$ cat config.mk
export PLATFORM = sky130hd
export DESIGN_NAME = wave_fetch_ctrl_flat
export DESIGN_NICKNAME = d
export VERILOG_FILES = /design/src/rtl/wave_fetch_ctrl_if.sv /design/src/rtl/wave_fetch_ctrl.sv /design/src/flat_wrapper.sv
export SDC_FILE = /design/constraint.sdc
export NUM_CORES = 1
export LEC_CHECK = 0
export CORE_MARGIN = 2
export CORE_UTILIZATION = 58
export DETAILED_ROUTE_END_ITERATION = 10
export GPL_ROUTABILITY_DRIVEN = 0
export PLACE_DENSITY_LB_ADDON = 0.3
export RECOVER_POWER = 100
export SYNTH_ARGS = -nofsm -noshare
export SYNTH_HDL_FRONTEND = slang
export SYNTH_SLANG_ARGS = --single-unit
$ cat constraint.sdc
create_clock -name clk -period 6.6 [get_ports clk]
set_clock_uncertainty 0.2 [all_clocks]
set_input_delay 0.99 -clock clk [delete_from_list [all_inputs] [get_ports clk]]
set_output_delay 0.99 -clock clk [all_outputs]
set_load 0.02 [all_outputs]
$ cat src/rtl/wave_fetch_ctrl_if.sv
// Display read channel between the fetch scheduler and the PSRAM AXI port:
// read-address handshake plus the returned-beat strobe.
interface wave_fetch_ctrl_if;
    logic [24:0] araddr;
    logic        arvalid;
    logic        arready;
    logic        rvalid;

    modport master (output araddr, output arvalid, input arready, input rvalid);
    modport slave  (input araddr, input arvalid, output arready, output rvalid);
endinterface

$ cat src/rtl/wave_fetch_ctrl.sv
// Per-frame PSRAM read scheduler: one burst per display column each vsync, through a pan/zoom window.
// Optional macro WAVE_FETCH_CLAMP_EN clamps the pending view base to the displayable range.
//
// state   | meaning
// IDLE    | PSRAM not ready, nothing in flight
// WAIT_VS | armed, waiting for a vsync rising edge
// ISSUE   | issuing column bursts, throttled by outstanding count
// DRAIN   | all bursts issued, waiting for the remaining beats
module wave_fetch_ctrl #(
    parameter int NUM_COLS        = 640,
    parameter int BEATS_PER_BURST = 4,
    parameter int MAX_OUTSTANDING = 2,
    parameter int ZOOM_MAX        = 10,
    parameter int PAN_STEP        = 16
) (
    input  logic              clk,
    input  logic              reset,
    input  logic              psram_ready,
    input  logic              vsync,
    input  logic              pan_left,
    input  logic              pan_right,
    input  logic              zoom_in,
    input  logic              zoom_out,
    wave_fetch_ctrl_if.master axi_rd,
    output logic              frame_done,
    output logic              busy,
    output logic [7:0]        overrun_cnt,
    output logic [21:0]       view_base,
    output logic [3:0]        view_zoom
);
    localparam int COL_W  = $clog2(NUM_COLS + 1);
    localparam int BEAT_W = (BEATS_PER_BURST > 1) ? $clog2(BEATS_PER_BURST) : 1;
    localparam logic [COL_W-1:0]  LAST_COL   = COL_W'(NUM_COLS - 1);
    localparam logic [BEAT_W-1:0] BEAT_LOAD  = BEAT_W'(BEATS_PER_BURST - 1);
    localparam logic [3:0]        OUT_MAX    = 4'(MAX_OUTSTANDING);
    localparam logic [3:0]        ZOOM_LIMIT = 4'(ZOOM_MAX);
`ifdef WAVE_FETCH_CLAMP_EN
    localparam int BW = 24;
    logic [BW-1:0] max_base;
`else
    localparam int BW = 22;
`endif

    typedef enum logic [1:0] {IDLE, WAIT_VS, ISSUE, DRAIN} state_t;

    state_t            state;
    logic              vs_s1, vs_s2, vs_s3;
    logic [COL_W-1:0]  col;
    logic [3:0]        outst;
    logic [BEAT_W-1:0] beats_left;
    logic [21:0]       pend_base;
    logic [3:0]        pend_zoom;

    logic              vs_rise, hs, beat_ok, burst_done;
    logic [3:0]        outst_nx;
    logic [COL_W-1:0]  col_nx;
    logic [21:0]       burst_nx;
    logic              do_pl, do_pr;
    logic [3:0]        zoom_nx;
    logic [BW-1:0]     step_w, base_w;
    logic [21:0]       base_nx;

    always_comb begin
        vs_rise    = vs_s2 & ~vs_s3;
        hs         = axi_rd.arvalid & axi_rd.arready;
        beat_ok    = axi_rd.rvalid & (outst != 4'd0);
        burst_done = beat_ok & (beats_left == '0);
        outst_nx   = outst + {3'd0, hs} - {3'd0, burst_done};
        col_nx     = col + COL_W'(hs);
        burst_nx   = view_base + (22'(col_nx) << view_zoom);
    end

    // Zoom resolves first so a same-cycle pan moves by the new pitch.
    always_comb begin
        do_pl   = pan_left & ~pan_right;
        do_pr   = pan_right & ~pan_left;
        zoom_nx = pend_zoom;
        if (zoom_in && !zoom_out && pend_zoom != 4'd0)
            zoom_nx = pend_zoom - 4'd1;
        else if (zoom_out && !zoom_in && pend_zoom < ZOOM_LIMIT)
            zoom_nx = pend_zoom + 4'd1;
        step_w = BW'(PAN_STEP) << zoom_nx;
        base_w = BW'(pend_base);
`ifdef WAVE_FETCH_CLAMP_EN
        max_base = 24'h40_0000 - (BW'(NUM_COLS - 1) << zoom_nx) - 24'd1;
        if (do_pr)
            base_w = (base_w + step_w > max_base) ? max_base : base_w + step_w;
        else if (do_pl)
            base_w = (step_w > base_w) ? '0 : base_w - step_w;
        if (base_w > max_base)
            base_w = max_base;
`else
        if (do_pr)
            base_w = base_w + step_w;
        else if (do_pl)
            base_w = base_w - step_w;
`endif
        base_nx = base_w[21:0];
    end

    always_ff @(posedge clk or posedge reset) begin
        if (reset) begin
            state          <= IDLE;
            vs_s1          <= 1'b0;
            vs_s2          <= 1'b0;
            vs_s3          <= 1'b0;
            col            <= '0;
            outst          <= 4'd0;
            beats_left     <= BEAT_LOAD;
            pend_base      <= 22'd0;
            pend_zoom      <= 4'd0;
            view_base      <= 22'd0;
            view_zoom      <= 4'd0;
            axi_rd.araddr  <= 25'd0;
            axi_rd.arvalid <= 1'b0;
            frame_done     <= 1'b0;
            busy           <= 1'b0;
            overrun_cnt    <= 8'd0;
        end else begin
            vs_s1      <= vsync;
            vs_s2      <= vs_s1;
            vs_s3      <= vs_s2;
            pend_zoom  <= zoom_nx;
            pend_base  <= base_nx;
            frame_done <= 1'b0;
            if (vs_rise && (state == ISSUE || state == DRAIN) && overrun_cnt != 8'hFF)
                overrun_cnt <= overrun_cnt + 8'd1;

            if (!psram_ready) begin
                state          <= IDLE;
                axi_rd.arvalid <= 1'b0;
                busy           <= 1'b0;
                col            <= '0;
                outst          <= 4'd0;
                beats_left     <= BEAT_LOAD;
            end else begin
                col   <= col_nx;
                outst <= outst_nx;
                if (beat_ok)
                    beats_left <= (beats_left == '0) ? BEAT_LOAD : beats_left - BEAT_W'(1);
                case (state)
                    IDLE: state <= WAIT_VS;
                    WAIT_VS: begin
                        if (vs_rise) begin
                            state      <= ISSUE;
                            busy       <= 1'b1;
                            view_base  <= pend_base;
                            view_zoom  <= pend_zoom;
                            col        <= '0;
                            outst      <= 4'd0;
                            beats_left <= BEAT_LOAD;
                        end
                    end
                    ISSUE: begin
                        if (hs && col == LAST_COL) begin
                            state          <= DRAIN;
                            axi_rd.arvalid <= 1'b0;
                        end else begin
                            // Count only falls without a handshake, so a raised arvalid holds.
                            axi_rd.arvalid <= (outst_nx < OUT_MAX);
                            axi_rd.araddr  <= {burst_nx, 3'b000};
                        end
                    end
                    DRAIN: begin
                        if (outst == 4'd0) begin
                            state      <= WAIT_VS;
                            busy       <= 1'b0;
                            frame_done <= 1'b1;
                        end
                    end
                    default: state <= IDLE;
                endcase
            end
        end
    end
endmodule

$ cat src/flat_wrapper.sv
// flat-port wrapper written by rule: the top's interface ports become plain ports
module wave_fetch_ctrl_flat 
#(
    parameter int NUM_COLS        = 640,
    parameter int BEATS_PER_BURST = 4,
    parameter int MAX_OUTSTANDING = 2,
    parameter int ZOOM_MAX        = 10,
    parameter int PAN_STEP        = 16
)
  (clk, reset, psram_ready, vsync, pan_left, pan_right, zoom_in, zoom_out, frame_done, busy, overrun_cnt, view_base, view_zoom, axi_rd_araddr, axi_rd_arvalid, axi_rd_arready, axi_rd_rvalid);
  wave_fetch_ctrl_if axi_rd_i ();
  input  logic clk;
  input  logic reset;
  input  logic psram_ready;
  input  logic vsync;
  input  logic pan_left;
  input  logic pan_right;
  input  logic zoom_in;
  input  logic zoom_out;
  output logic frame_done;
  output logic busy;
  output logic [7:0] overrun_cnt;
  output logic [21:0] view_base;
  output logic [3:0] view_zoom;
  output wire logic [$bits(axi_rd_i.araddr)-1:0] axi_rd_araddr;
  output wire logic [$bits(axi_rd_i.arvalid)-1:0] axi_rd_arvalid;
  input wire logic [$bits(axi_rd_i.arready)-1:0] axi_rd_arready;
  input wire logic [$bits(axi_rd_i.rvalid)-1:0] axi_rd_rvalid;
  assign axi_rd_araddr = axi_rd_i.araddr;
  assign axi_rd_arvalid = axi_rd_i.arvalid;
  assign axi_rd_i.arready = axi_rd_arready;
  assign axi_rd_i.rvalid = axi_rd_rvalid;
  wave_fetch_ctrl #(.NUM_COLS(NUM_COLS), .BEATS_PER_BURST(BEATS_PER_BURST), .MAX_OUTSTANDING(MAX_OUTSTANDING), .ZOOM_MAX(ZOOM_MAX), .PAN_STEP(PAN_STEP)) u_core (.clk(clk), .reset(reset), .psram_ready(psram_ready), .vsync(vsync), .pan_left(pan_left), .pan_right(pan_right), .zoom_in(zoom_in), .zoom_out(zoom_out), .axi_rd(axi_rd_i), .frame_done(frame_done), .busy(busy), .overrun_cnt(overrun_cnt), .view_base(view_base), .view_zoom(view_zoom));
endmodule
==> results.cfg, run 1 <==
[outcome]
failing_checks = design-rule violations, max-capacitance violations, max-slew violations
outcome = finished with violations

[grt]
gr-usage-all-layers = 0.268
number_of_antenna_violations_at_the_first_check_in_global_routing = 0
grt_start_max_net_pins = 91
grt_pass1_wl_microns = 27500
overflow = 0
vias_in_the_first_global_route = 5662

[power_and_ir_drop]
power_per_cell_area_nw_per_um2 = 575
irDropWorstVdd_v = 0.000505
cellLeakagePower_nw = 3.60
total_power_mw = 4.52

[synth]
synthesized_flop_and_latch_total = 98
synth_edf_count = 0
portion_of_synthesized_cell_area_occupied_by_the_leading_cell_type = 0.348
yosysUniqueCellTypes = 79
synthesis.area_sq_um = 6910
synth_top_cell_by_area = sky130_fd_sc_hd__dfrtp_1
synth.avg_cell_area_sq_um = 9.06
synth_seq_area_share = 0.355
yosys-top-cells-area = sky130_fd_sc_hd__dfrtp_1 35%, sky130_fd_sc_hd__ha_1 9.1%, sky130_fd_sc_hd__mux2_2 4.9%
postSynth.asyncResetShare = 1.00
ys_dominant_reg_cell = sky130_fd_sc_hd__dfrtp_1
netlist_instances = 763
ys_warn_count = 0

[cts]
htree_num_levels = 3
path_clk_slew_ns = 0.07
root_buffer = sky130_fd_sc_hd__clkbuf_16
post-cts-setup-buffers = 0
total_cts_buffers = 9
cts-root-to-sink-buffers = 2
clk_latency_ns = 0.36
ctsResizeCount = 0
numClockSinks = 98
tritoncts = done
cts-hold-fix-buffers = 0

[detailed_routing]
route.detailed.vias_per_inst = 6.13
detail_route.iter0.violations = 437
wl_microns = 16500
drt-wirelength-per-cell_microns = 17.3
antenna_violating_nets_post_route = 0
first_pass_iters = 8
routed-via-count = 5863
route.detailed.drc = 6

[final_layout]
final_non_filler_cells = 957
num_antenna_cells = 0
finish.net_count = 872
mostFrequentLayoutCell = sky130_fd_sc_hd__dfrtp_1
stdcell_area_sq_um = 7870
layout_common_cells = 96 x sky130_fd_sc_hd__dfrtp_1, 91 x sky130_fd_sc_hd__nand2_1, 60 x sky130_fd_sc_hd__dlygate4sd3_1
syn_to_final_growth_pct = 13.9
layout-drive-gt1-share = 0.0786

[timing]
post-route-worst-setup-slack_ns = 0.582
final.setup.tns_ns = 0
final.period_utilization = 0.912
transition_time_of_the_tightest_slew_check_pin_ns = 2.20
slew_headroom = -0.466
clock.fmax_ghz = 0.166
grt_setup_unrepaired = false
setup_viol = 0
final_max_slew_viol_count = 91
report.final.hold_viol_count = 0
post-route-min-period_ns = 6.02

[critical_path]
cp_top_family = compound AO/OA/AOI/OAI gates
timing.critical_path.depth = 19
cp_max_fo = 8
cp_slowest_stage_delay_ns = 0.54
r2r_setup_slack_ns = 1.02
arrival_time_of_the_worst_setup_path_ns = 6.05
worst-endpoint-required_ns = 6.63
crit_slowest_cell = sky130_fd_sc_hd__xnor2_1
endpoint_kind = flop
timing.critical_path.from_type = primary input
worstPathCellList = clkdlybuf4s50_1 -> and3b_1 -> a22o_4 -> xnor2_1 -> nand2_1 -> nor2_1 -> inv_1 -> ha_1 -> nor2_1 -> o21ai_0 -> a31oi_1 -> o21ai_1 -> ha_1 -> a21o_1 -> a2111oi_4 -> or2_0 -> o211ai_1 -> o211a_1 -> a2111o_1
rr_worst_depth = 20
cp_num_buf_inv = 2
crit_type = primary input to flop

[floorplanning]
die_w_microns = 113
initial_utilization = 0.600
fp-row-count = 39
core_area_sq_um = 11500
die_area_sq_um = 12800
die-height_microns = 113
pin_count = 72

[place]
dp_cells = 942
dp_hpwl_microns = 12200
port-buffer-count = 64
place_ws_ns = 0.636
placedInstanceArea_sq_um = 7580

[min_path]
hp-class = flop to flop
min_path_cells = 0

[run]
max_cap_violations = 1
-- path summary, 6_finish.rpt --
path / startpoint / end
setup / recovery: zoom_in / u_core.pend_base[21]
hold / removal: u_core.vs_s1 / u_core.vs_s2
setup reg to reg: u_core.pend_zoom[1] / u_core.pend_base[21]
hold reg to reg: u_core.vs_s1 / u_core.vs_s2
max in group asynchronous: reset / u_core.pend_base[18]
min in group asynchronous: reset / u_core.overrun_cnt[3]
-- logic make-up (layout without fill, tap and decap cells) --
logic type               count (synthesis)  count (layout)  share of synthesized area
adder cells (fa/ha/maj)                 52              52                     0.0963
XOR/XNOR                                44              44                     0.0606
buffers and inverters                   81             126                     0.0520
multiplexers                            38              38                     0.0605
flip-flops                              98              98                      0.355
AND/OR/NAND/NOR                        245             245                      0.171
AO/OA/AOI/OAI                          204             204                      0.203
other                                    1               7                   0.000543
-- area by class of cell --
cell class,count,area (sq um)
Tap cell,143,179
Fill cell,910,3640
Inverter,44,166
Timing Repair Buffer,67,657
Multi-Input combinational cell,590,4100
Sequential cell,98,2450
Clock inverter,4,76.3
Clock buffer,11,243
-- Yosys cell counts (9+ instances only) --
master and count:
sky130_fd_sc_hd__clkbuf_1 19, sky130_fd_sc_hd__o21ai_0 49, sky130_fd_sc_hd__nor3_1 18, sky130_fd_sc_hd__a21o_1 15, sky130_fd_sc_hd__dfrtp_1 96, sky130_fd_sc_hd__and2_1 13
sky130_fd_sc_hd__xor2_1 17, sky130_fd_sc_hd__a21oi_1 40, sky130_fd_sc_hd__and3_1 10, sky130_fd_sc_hd__a211oi_1 9, sky130_fd_sc_hd__mux2_2 30, sky130_fd_sc_hd__nand3_1 22
sky130_fd_sc_hd__nand2_1 90, sky130_fd_sc_hd__xnor2_1 24, sky130_fd_sc_hd__ha_1 50, sky130_fd_sc_hd__nor2_1 47, sky130_fd_sc_hd__inv_1 40, sky130_fd_sc_hd__o31ai_1 15
-- registers in the layout, indices dropped and copies added, names as in the netlist --
signal                 cells
u_core.axi_rd.araddr      22
u_core.pend_base          18
u_core.view_base          18
u_core.col                10
u_core.overrun_cnt         8
u_core.outst               4
u_core.pend_zoom           4
u_core.view_zoom           4
u_core.beats_left          2
u_core.state               2
u_core.axi_rd.arvalid      1
u_core.busy                1
u_core.frame_done          1
u_core.vs_s1               1
u_core.vs_s2               1
u_core.vs_s3               1
-- power breakdown --
part,internal (mW),leakage [nW],switching (mW)
sequential,0.823,1.25,0.278
clock,0.341,0.152,0.226
combinational,1.21,2.21,1.65
total,2.37,3.60,2.15
-- metal layers --
metal / global-route usage / vias up / share of wire
met3: 0.0514 / 42 / 0.057
li1: - / 2814 / -
met4: 0.127 / 0 / 0.036
met1: 0.329 / 2803 / 0.41
met2: 0.456 / 204 / 0.50
met5: 0 / - / 0
-- metrics by stage --
stage                     hold WS (ns)   util
after global placement           0.140  0.659
final                            0.151  0.684
after detailed placement         0.138  0.659
after global routing             0.158  0.684
after CTS                        0.154  0.686
after floorplan                  0.131      -
(Power assumes the default switching activity.)
==> run 2: changes to the inputs <==
Settings changed: PLACE_DENSITY set to 0.79, PLACE_DENSITY_LB_ADDON 0.3 to not set.
==> results.cfg, run 2 (synthesized netlist as in run 1, its figures left out) <==
[outcome]
outcome = finished with violations
failing_checks = design-rule violations, max-capacitance violations, max-slew violations

[timing]
final_max_slew_viol_count = 145
slew_headroom = -0.817
grt_setup_unrepaired = false
final.period_utilization = 0.899
transition_time_of_the_tightest_slew_check_pin_ns = 2.72
clock.fmax_ghz = 0.169
report.final.hold_viol_count = 0
post-route-min-period_ns = 5.93
setup_viol = 0
final.setup.tns_ns = 0

[detailed_routing]
detail_route.iter0.violations = 647
antenna_violating_nets_post_route = 0
drt-wirelength-per-cell_microns = 17.3
routed-via-count = 5902
first_pass_iters = 9
route.detailed.vias_per_inst = 6.15
route.detailed.drc = 4
wl_microns = 16600

[cts]
cts-hold-fix-buffers = 0
clk_latency_ns = 0.35
post-cts-setup-buffers = 0
htree_num_levels = 3
total_cts_buffers = 9
root_buffer = sky130_fd_sc_hd__clkbuf_16
tritoncts = done
cts-root-to-sink-buffers = 2
path_clk_slew_ns = 0.07
numClockSinks = 98
ctsResizeCount = 0

[min_path]
hp-class = flop to flop
hold_path.startpoint = u_core.vs_s1
min_path_cells = 0
hold-path-endpoint = u_core.vs_s2

[final_layout]
mostFrequentLayoutCell = sky130_fd_sc_hd__dfrtp_1
layout-drive-gt1-share = 0.0796
reg.largest.list = u_core.axi_rd.araddr: 22 flops, u_core.pend_base: 18 flops, u_core.view_base: 18 flops
top_register_by_number_of_flip_flops = u_core.axi_rd.araddr
layout_common_cells = 96 x sky130_fd_sc_hd__dfrtp_1, 91 x sky130_fd_sc_hd__nand2_1, 61 x sky130_fd_sc_hd__dlygate4sd3_1
num_antenna_cells = 0
flip_flop_count_of_the_largest_register_all_copies_and_words_added = 22
finish.net_count = 874
finish.utilization = 0.683
syn_to_final_growth_pct = 13.9

[floorplanning]
fp-row-count = 39
die_area_sq_um = 12800
initial_utilization = 0.600
die_w_microns = 113
die-height_microns = 113
core_area_sq_um = 11500
pin_count = 72

[power_and_ir_drop]
p_clk_frac = 0.119
switchingPower_mw = 2.18
p_comb_frac = 0.638
swShare = 0.482
power.sequential.fraction = 0.243
internal_power_consumption_mw = 2.34
total_power_mw = 4.52
irDropWorstVdd_v = 0.000540
power_per_cell_area_nw_per_um2 = 574
cellLeakagePower_nw = 3.61

[grt]
grt.busiest_layer = met2
gr_util_met3 = 0.0595
vias_in_the_first_global_route = 5598
globalRouteMet1Util = 0.355
grt_start_max_net_pins = 52
gr-usage-met2 = 0.432
overflow = 0
number_of_antenna_violations_at_the_first_check_in_global_routing = 0
grt_pass1_wl_microns = 27300
gr-usage-all-layers = 0.265

[critical_path]
rr_worst_depth = 20
crit_type = primary input to flop
endpoint_kind = flop
critical_path.reg2reg.startpoint = u_core.pend_zoom[1]
crit_slowest_cell = sky130_fd_sc_hd__dlygate4sd3_1
r2r_end = u_core.pend_base[21]
cp_max_fo = 7
r2r_setup_slack_ns = 1.18
worstPathCellList = dlygate4sd3_1 -> and3b_1 -> a22o_4 -> xnor2_1 -> nand2_1 -> nor2_1 -> inv_1 -> ha_1 -> nor2_1 -> clkbuf_1 -> or4_1 -> o21ai_0 -> ha_1 -> a21o_1 -> a21o_1 -> a21oi_1 -> o211ai_1 -> o211a_1 -> a2111o_1
timing.critical_path.from_type = primary input
worst-endpoint-required_ns = 6.63
arrival_time_of_the_worst_setup_path_ns = 5.97
cp_slowest_stage_delay_ns = 0.56

[place]
port-buffer-count = 64
dp_hpwl_microns = 12400

[run]
max_cap_violations = 3
-- run 2: cell types whose count changed in the layout (fill, tap and decap cells not counted), moves of 2 or more --
cell and change:
sky130_fd_sc_hd__and2_0 -2, sky130_fd_sc_hd__clkinv_2 +2, sky130_fd_sc_hd__clkbuf_1 +2, sky130_fd_sc_hd__and2_1 +2
-- run 2: worst max-delay path: cells and delay by family --
family / cells / cell delay (ns)
compound gates: 8 / 1.83
simple gates: 5 / 0.98
buf+inv: 3 / 0.92
fa+ha+maj: 2 / 0.74
xor+xnor: 1 / 0.52
-- run 2: through the flow --
stage / worst slack, ns / instance area, sq um / std cells / hold WS (ns)
2_1_floorplan: 1.62 / 6930 / 769 / 0.131
3_3_place_gp: 0.880 / 7600 / 944 / 0.139
3_5_place_dp: 0.762 / 7600 / 944 / 0.139
4_1_cts: 1.12 / 7900 / 960 / 0.154
5_1_grt: 0.367 / 7870 / 960 / 0.172
6_report: 0.668 / 7870 / 960 / 0.151
-- run 2: area by class of cell --
| class | instances | area (sq um) |
|---|---|---|
| Clock buffer | 10 | 239 |
| Clock inverter | 6 | 65.1 |
| Fill cell | 909 | 3650 |
| Inverter | 44 | 166 |
| Multi-Input combinational cell | 590 | 4100 |
| Sequential cell | 98 | 2450 |
| Tap cell | 143 | 179 |
| Timing Repair Buffer | 69 | 663 |
-- run 2: per-layer routing --
| layer | vias up | wire (microns) | share of wire |
|---|---|---|---|
| li1 | 2829 | - | - |
| met1 | 2805 | 7060 | 0.43 |
| met2 | 231 | 8040 | 0.49 |
| met3 | 37 | 1070 | 0.065 |
| met4 | 0 | 396 | 0.024 |
| met5 | - | 0 | 0 |
-- run 2: how the worst max path moves through the flow --
stage / start / to / slack [ns] / cells after the start
after global routing: zoom_in / u_core.pend_base[21] / 0.37 / 20
after detailed placement: zoom_out / u_core.pend_base[21] / 0.76 / 20
after global placement: zoom_out / u_core.pend_base[21] / 0.88 / 20
after floorplan: zoom_in / u_core.pend_base[21] / 1.62 / 19
after CTS: zoom_out / u_core.pend_base[21] / 1.12 / 20
final: zoom_in / u_core.pend_base[21] / 0.67 / 19
-- run 2: power groups by stage --
stage | Combinational (mW) | Clock [mW] | Sequential [mW]
2_1_floorplan | 2.05 | 0 | 1.15
3_3_place_gp | 2.77 | 0 | 1.10
3_5_place_dp | 2.88 | 0 | 1.11
4_1_cts | 2.91 | 0.551 | 1.10
5_1_grt | 3.18 | 0.574 | 1.13
6_report | 2.88 | 0.537 | 1.10
==> run 3: changes to the inputs <==
Settings changed: CORE_UTILIZATION 58 to 60, DONT_BUFFER_PORTS set to 1, PLACE_DENSITY 0.79 to 0.74, SLEW_MARGIN set to 25.
==> results.cfg, run 3 (synthesized netlist as in run 1, its figures left out) <==
[timing]
post-route-min-period_ns = 5.69
final.setup.tns_ns = 0
slew_headroom = -1.14
final_max_slew_viol_count = 101
clock.fmax_ghz = 0.176
holdWs_ns = 0.148
grt_setup_unrepaired = false
setup_viol = 0
report.final.hold_viol_count = 0
final.period_utilization = 0.863
post-route-worst-setup-slack_ns = 0.905
transition_time_of_the_tightest_slew_check_pin_ns = 3.22

[critical_path]
timing.critical_path.depth = 20
endpoint_kind = flop
cp_max_fo = 8
r2r_setup_slack_ns = 0.91
crit_type = flop to flop
cp_slowest_stage_delay_ns = 0.64
critPathMostFrequentCell = sky130_fd_sc_hd__ha_1
cp_num_buf_inv = 2
timing.critical_path.from_type = flop
cp_top_family = compound AO/OA/AOI/OAI gates
crit_slowest_cell = sky130_fd_sc_hd__xnor2_1
arrival_time_of_the_worst_setup_path_ns = 5.73
rr_worst_depth = 20
worstPathCellList = inv_1 -> ha_1 -> a21oi_1 -> a2bb2o_1 -> xnor2_1 -> nand2_1 -> nor2_1 -> inv_1 -> ha_1 -> nor2_1 -> o21ai_0 -> a31oi_1 -> o21ai_0 -> ha_1 -> a21o_1 -> a2111oi_4 -> or2_0 -> o211ai_1 -> o211a_1 -> a2111o_1
worst-endpoint-required_ns = 6.64

[final_layout]
finish.net_count = 807
layout-drive-gt1-share = 0.0840
num_antenna_cells = 0
layout_common_cells = 96 x sky130_fd_sc_hd__dfrtp_1, 91 x sky130_fd_sc_hd__nand2_1, 51 x sky130_fd_sc_hd__o21ai_0
top_register_by_number_of_flip_flops = u_core.axi_rd.araddr
syn_to_final_growth_pct = 4.67
stdcell_area_sq_um = 7230
finish.utilization = 0.639
mostFrequentLayoutCell = sky130_fd_sc_hd__dfrtp_1
reg.largest.list = u_core.axi_rd.araddr: 22 flops, u_core.pend_base: 18 flops, u_core.view_base: 18 flops
flip_flop_count_of_the_largest_register_all_copies_and_words_added = 22

[power_and_ir_drop]
power_per_cell_area_nw_per_um2 = 598
irDropWorstVdd_v = 0.000525
cellLeakagePower_nw = 3.27

[detailed_routing]
first_pass_iters = 5
wl_microns = 15700
antenna_violating_nets_post_route = 0
detail_route.iter0.violations = 349
route.detailed.drc = 0
route.detailed.vias_per_inst = 6.26
drt-wirelength-per-cell_microns = 17.6
routed-via-count = 5589

[cts]
ctsResizeCount = 0
numClockSinks = 98
root_buffer = sky130_fd_sc_hd__clkbuf_16
clk_latency_ns = 0.35
htree_num_levels = 3
cts-hold-fix-buffers = 0
total_cts_buffers = 9
post-cts-setup-buffers = 0
tritoncts = done
path_clk_slew_ns = 0.07
cts-root-to-sink-buffers = 2

[run]
max_cap_violations = 2

[floorplanning]
initial_utilization = 0.611
core_area_sq_um = 11300
pin_count = 72
die_area_sq_um = 12400
die_w_microns = 111
die-height_microns = 111
fp-row-count = 39

[grt]
vias_in_the_first_global_route = 5424
overflow = 0
number_of_antenna_violations_at_the_first_check_in_global_routing = 0
gr-usage-all-layers = 0.262
grt_pass1_wl_microns = 26600
grt_start_max_net_pins = 62

[min_path]
hp-class = flop to flop
min_path_cells = 0

[outcome]
outcome = finished with violations
failing_checks = max-capacitance violations, max-slew violations

[place]
port-buffer-count = 0
dp_hpwl_microns = 12000
placedInstanceArea_sq_um = 6940
place_ws_ns = 0.865
run 3: cell types whose count changed in the layout (fill, tap and decap cells not counted), sizes merged:
cell	previous run	this run
buf	1	0
inv	43	42
dlygate4sd3	61	0
clkinv	4	1
bufinv	1	3
clkdlybuf4s50	3	0
run 3: per-layer routing:
metal	routed length (microns)	vias up	part of all wire	GRT usage
met4	367	0	0.023	0.0889
li1	-	2701	-	-
met3	870	29	0.056	0.0555
met2	7770	157	0.50	0.450
met1	6670	2702	0.43	0.330
met5	0	-	0	0
run 3: metrics by stage:
step	instances	power, mW
floorplan	769	3.20
global placement	877	3.62
detailed placement	877	3.71
CTS	893	4.35
global route	893	4.69
finish	893	4.33
run 3: worst reg2reg max path: stages (launching register included):
cell,delay (ns)
sky130_fd_sc_hd__dfrtp_1,0.43
sky130_fd_sc_hd__inv_1,0.13
sky130_fd_sc_hd__ha_1,0.20
sky130_fd_sc_hd__a21oi_1,0.16
sky130_fd_sc_hd__a2bb2o_1,0.30
sky130_fd_sc_hd__xnor2_1,0.64
sky130_fd_sc_hd__nand2_1,0.25
sky130_fd_sc_hd__nor2_1,0.21
sky130_fd_sc_hd__inv_1,0.07
sky130_fd_sc_hd__ha_1,0.28
sky130_fd_sc_hd__nor2_1,0.44
sky130_fd_sc_hd__o21ai_0,0.15
sky130_fd_sc_hd__a31oi_1,0.17
sky130_fd_sc_hd__o21ai_0,0.11
sky130_fd_sc_hd__ha_1,0.35
sky130_fd_sc_hd__a21o_1,0.21
sky130_fd_sc_hd__a2111oi_4,0.38
sky130_fd_sc_hd__or2_0,0.22
sky130_fd_sc_hd__o211ai_1,0.17
sky130_fd_sc_hd__o211a_1,0.17
sky130_fd_sc_hd__a2111o_1,0.34
run 3: layout make-up:
type                            count  area (sq um)
Clock buffer                       12           256
Clock inverter                      4          97.6
Fill cell                         941          4090
Inverter                           44           166
Multi-Input combinational cell    590          4070
Sequential cell                    98          2450
Tap cell                          143           179
Timing Repair Buffer                2          7.51
run 3: power breakdown:
| group | leakage [nW] | switching (mW) | internal (mW) |
|---|---|---|---|
| clock network | 0.169 | 0.218 | 0.391 |
| logic | 1.86 | 1.40 | 1.03 |
| registers | 1.25 | 0.467 | 0.820 |
run 3: worst paths after layout:
| path | to | from |
|---|---|---|
| max | u_core.pend_base[21] | u_core.pend_zoom[1] |
| max reg2reg | u_core.pend_base[21] | u_core.pend_zoom[1] |
| max in group asynchronous | u_core.view_zoom[1] | reset |
| min | u_core.vs_s2 | u_core.vs_s1 |
| min in group asynchronous | u_core.axi_rd.araddr[16] | reset |
| min reg2reg | u_core.vs_s2 | u_core.vs_s1 |
